**config.mk**
```make
export PLATFORM = sky130hd
export DESIGN_NAME = sync_fifo_param
export DESIGN_NICKNAME = d
export VERILOG_FILES = /design/src/rtl/sync_fifo_param.sv
export SDC_FILE = /design/constraint.sdc
export NUM_CORES = 2
export LEC_CHECK = 0
export CORE_UTILIZATION = 35
export DETAILED_ROUTE_END_ITERATION = 10
export PLACE_DENSITY_LB_ADDON = 0.12
export RECOVER_POWER = 50
export SYNTH_ARGS = -nofsm -noshare
export SYNTH_HDL_FRONTEND = slang
export SYNTH_SLANG_ARGS = --single-unit
```
**constraint.sdc**
```tcl
create_clock -name clk -period 11.9 [get_ports clk]
set_clock_uncertainty 0.1 [all_clocks]
set_input_delay 2.38 -clock clk [delete_from_list [all_inputs] [get_ports clk]]
set_output_delay 2.38 -clock clk [all_outputs]
set_load 0.01 [all_outputs]
```
**src/rtl/sync_fifo_param.sv**
```systemverilog
// sync_fifo_param: single-clock FIFO with occupancy count, almost-full/empty flags and sticky errors
module sync_fifo_param #(
  parameter int DATA_W = 128,
  parameter int DEPTH = 16,
  parameter int AF_THRESH = DEPTH - 2,
  parameter int AE_THRESH = 2,
  localparam int CNT_W = $clog2(DEPTH) + 1
) (
  input  logic              clk,
  input  logic              rstn,
  input  logic              i_wren,
  input  logic [DATA_W-1:0] i_wrdata,
  input  logic              i_rden,
  input  logic              i_clr_err,
  output logic [DATA_W-1:0] o_rddata,
  output logic              o_rdvalid,
  output logic              o_full,
  output logic              o_empty,
  output logic              o_alm_full,
  output logic              o_alm_empty,
  output logic [CNT_W-1:0]  o_count,
  output logic              o_overflow,
  output logic              o_underflow
);
  localparam int PTR_W = $clog2(DEPTH);
  localparam logic [CNT_W-1:0] FULL_CNT = CNT_W'(DEPTH);
  localparam logic [CNT_W-1:0] AF_CNT = CNT_W'(AF_THRESH);
  localparam logic [CNT_W-1:0] AE_CNT = CNT_W'(AE_THRESH);
  logic [DATA_W-1:0] r_mem [DEPTH];
  logic [PTR_W-1:0]  r_wr_ptr, r_rd_ptr;
  logic              w_wr_ok, w_rd_ok;
  logic [CNT_W-1:0]  w_count_nxt;
  assign w_wr_ok = i_wren & ~o_full;
  assign w_rd_ok = i_rden & ~o_empty;
  assign w_count_nxt = o_count + CNT_W'(w_wr_ok) - CNT_W'(w_rd_ok);
  always_ff @(posedge clk)
    if (w_wr_ok) r_mem[r_wr_ptr] <= i_wrdata;
  // flags decode the next count so they line up with o_count after each edge
  always_ff @(posedge clk or negedge rstn)
    if (!rstn) begin
      r_wr_ptr    <= '0;
      r_rd_ptr    <= '0;
      o_rddata    <= '0;
      o_rdvalid   <= 1'b0;
      o_count     <= '0;
      o_full      <= 1'b0;
      o_empty     <= 1'b1;
      o_alm_full  <= 1'b0;
      o_alm_empty <= 1'b1;
      o_overflow  <= 1'b0;
      o_underflow <= 1'b0;
    end else begin
      r_wr_ptr    <= r_wr_ptr + PTR_W'(w_wr_ok);
      r_rd_ptr    <= r_rd_ptr + PTR_W'(w_rd_ok);
      o_rdvalid   <= w_rd_ok;
      if (w_rd_ok) o_rddata <= r_mem[r_rd_ptr];
      o_count     <= w_count_nxt;
      o_full      <= w_count_nxt == FULL_CNT;
      o_empty     <= w_count_nxt == '0;
      o_alm_full  <= w_count_nxt >= AF_CNT;
      o_alm_empty <= w_count_nxt <= AE_CNT;
      o_overflow  <= (i_wren & o_full) | (o_overflow & ~i_clr_err);
      o_underflow <= (i_rden & o_empty) | (o_underflow & ~i_clr_err);
    end
endmodule

```
==> impl_metrics.tcl <==
set metrics [dict create \
    fin_crit_sh 0.617 \
    async_reset_ff_frac 0.0674 \
    outcome "complete, but fails checks" \
    layout.cells.most_common "edfxtp_1" \
    crit_required_ns 12.52 \
    clock_sinks 2196 \
    maxSlewViolCount 207 \
    cts_tree "done" \
    min-delay-path-class "flip-flop to flip-flop" \
    grt-ovfl-total 0 \
    ctsResizeCount 0 \
    vias_per_cell 5.24 \
    path_cells "dlygate4sd3_1 -> nand2b_1 -> inv_8 -> nand2_1 -> nand2_1 -> ha_1 -> inv_1 -> fa_1 -> nor2b_1 -> o21a_1 -> or3_1 -> a2111oi_0" \
    io_buffers 272 \
    ys.flop_type "edfxtp_1" \
    die_w_um 489 \
    post-route-min-period_ns 7.34 \
    area_growth_pct 16.1 \
    grt_max_degree 119 \
    synth_compound_area_frac 0.0451 \
    yosys_register_bits 2196 \
    cts.clk_slew.worst_paths_ns 0.06 \
    clockRootBuffer "clkbuf_16" \
    leakage_nw 31.9 \
    synth_top_family_by_area "multiplexers" \
    synth-xor-area-share 0.000948 \
    drtAntennaViolNets 0 \
    die_area_um2 240000 \
    cts_setup_buffers 0 \
    post_synth_fa_ha_maj_area_fraction 0.00129 \
    critPathCaptureType "flip-flop" \
    synth-simple-area-share 0.0182 \
    final_nets 4721 \
    clockPowerShare 0.296 \
    crit_slowest_cell "nand2b_1" \
    finalHoldViolations 0 \
    cts_buffers 230 \
    critical_path.top_delay_family "simple AND/OR/NAND/NOR gates" \
    power_per_cell_area_nw_per_um2 247 \
    drive_gt1_frac 0.136 \
    layout_setup_ws_ns 4.56 \
    dp_hpwl_um 115000 \
    drt_iter0_markers 3173 \
    grt_pass1_wl_um 323000 \
    path_max_fanout 48 \
    ys_warn_count 0 \
    wl_per_cell_um 28.3 \
    synth_area_um2 83100 \
    rsz0062_at_grt "false" \
    coreArea_um2 236000 \
    num_rows 178 \
    clock.fmax_ghz 0.136 \
    crit_path_frequent_cell "nand2_1" \
    setup_violations 0 \
    switching_share 0.324 \
    final.setup.tns_ns 0 \
    relSlewSlack -1.39 \
    routed_wirelength_um 225000 \
    hold_buffers 0 \
    fill_cells 21110 \
    clk_path_buf_depth 3 \
    power_frac_seq 0.425 \
    htree_levels 4 \
    violations "max-capacitance violations, max-slew violations" \
    clk-insertion-delay-late_ns 0.87 \
    tightest_slew_ns 3.59 \
    ir_drop_uv 208 \
    crit_path_start_kind "input pin" \
    synth_mux_area_frac 0.130 \
    synthDistinctLibCells 40 \
    num_vias 41652 \
    ioPinCount 273 \
    first_pass_iters 5 \
    p_int_mw 16.1 \
    ys_seq_area_frac 0.784 \
    synth_edf_count 2048 \
    final_cell_mix "edfxtp_1, mux2i_1, o22ai_1" \
    cap_violations 7 \
    first_global_vias 42949 \
    grt_use_total 0.188 \
    gp_congestion 0.712 \
    dp_slack_ns 5.24 \
    die_h_um 489 \
    p_sw_mw 7.71 \
    path_class "input pin to flip-flop" \
    cp.arrival_ns 7.97 \
    initial_utilization 0.353 \
    slowest_delay_ns 2.25 \
    syn_nets 4395 \
    postSynthAreaPerCell_um2 19.5 \
    synthCells 4254 \
    cp_num_buf_inv 3 \
    drc 0 \
    p_comb_frac 0.278 \
    antenna_found_initial 40 \
]
[cells in the mapped netlist (3+ instances only)]
| cell | number | area [um2] |
|---|---|---|
| edfxtp_1 | 2048 | 61500 |
| nand2_1 | 122 | 458 |
| buf_2 | 41 | 205 |
| mux4_2 | 226 | 5090 |
| buf_6 | 66 | 743 |
| o21ai_0 | 109 | 546 |
| o22ai_1 | 271 | 1700 |
| xnor2_1 | 6 | 52.6 |
| o21ai_1 | 121 | 606 |
| buf_8 | 4 | 60.1 |
| xor2_1 | 3 | 26.3 |
| dfrtp_1 | 146 | 3650 |
| inv_1 | 9 | 33.8 |
| nor3_1 | 19 | 95.1 |
| nand3_1 | 3 | 15.0 |
| o31ai_1 | 113 | 848 |
| mux2i_1 | 572 | 5730 |
| ha_1 | 7 | 87.6 |
| buf_4 | 30 | 225 |
| nor2_1 | 171 | 642 |
| or3_1 | 3 | 18.8 |
| nand2b_1 | 8 | 50.1 |
| nor4_1 | 30 | 188 |
| a2111oi_0 | 3 | 26.3 |
| clkbuf_1 | 101 | 379 |
| buf_1 | 6 | 22.5 |
[path summary, 6_finish.rpt]
path                         startpoint             to  slack, ns  depth (start not counted)
max                              i_rden    o_alm_empty       4.56                         12
min                        o_rddata[84]   o_rddata[84]       0.38                          2
max reg2reg                     o_empty    o_alm_empty       5.95                         11
min reg2reg                o_rddata[84]   o_rddata[84]       0.38                          2
max in group asynchronous          rstn    r_rd_ptr[3]       5.77                          2
min in group asynchronous          rstn  o_rddata[122]       1.51                          1
[cells by family after synthesis]
family,count (synthesis)
xor+xnor,9
simple gates,363
mux,798
compound gates,621
buf+inv,259
fa+ha+maj,8
flops,2196
[flip-flops by register name, indices dropped and copies added, names as in the netlist]
name and flops:
r_rd_ptr 4, o_alm_empty 1, o_count 5, o_alm_full 1, o_overflow 1, o_rdvalid 1
o_full 1, o_rddata 128, r_mem 2048, o_empty 1, o_underflow 1, r_wr_ptr 4
[worst reg2reg max path, cell delays in order (launching register included)]
cell	delay, ns
dfstp_2	0.54
nand2b_1	2.39
inv_8	0.76
nand2_1	0.35
nand2_1	0.09
ha_1	0.21
inv_1	0.08
fa_1	0.21
nor2b_1	0.06
o21a_1	0.19
or3_1	0.35
a2111oi_0	0.49
[final cells by class]
class                   instances  area, um2  area share
diodes                         11       27.5    0.000285
clock buffers                 325       6440      0.0667
clock inverters               114       1040      0.0108
inverters                      10       45.0    0.000466
multi-input cells            1799      16400       0.170
flip-flops and latches       2196      65200       0.675
well taps                    3150       3940      0.0408
repair buffers                343       3430      0.0356
[per-stage QoR]
| stage | hold WS, ns | area (um2) | power (mW) | util | cells |
|---|---|---|---|---|---|
| after floorplan | 0.377 | 83200 | 14.5 | - | 4254 |
| after global placement | 0.370 | 89100 | 17.1 | 0.378 | 7498 |
| after detailed placement | 0.375 | 89100 | 17.1 | 0.378 | 7498 |
| after CTS | 0.388 | 96600 | 24.2 | 0.410 | 7937 |
| after global routing | 0.411 | 96500 | 24.9 | 0.410 | 7944 |
| final | 0.380 | 96600 | 23.8 | 0.410 | 7948 |
[power by group through the flow]
stage	combinational (mW)	sequential (mW)	clock (mW)
final	6.62	10.1	7.06
after global routing	7.12	10.2	7.51
after CTS	6.81	10.2	7.23
after detailed placement	6.79	10.3	0
after global placement	6.78	10.3	0
after floorplan	4.32	10.2	0
[routing by layer]
metal / vias to the layer above / GRT usage / wire [um]
met4: 4 / 0.0412 / 4150
met3: 303 / 0.0268 / 10200
met2: 945 / 0.303 / 107000
met1: 22467 / 0.269 / 104000
met5: - / 0 / 27
li1: 17933 / - / -
Power figures use the tool's default switching activity.
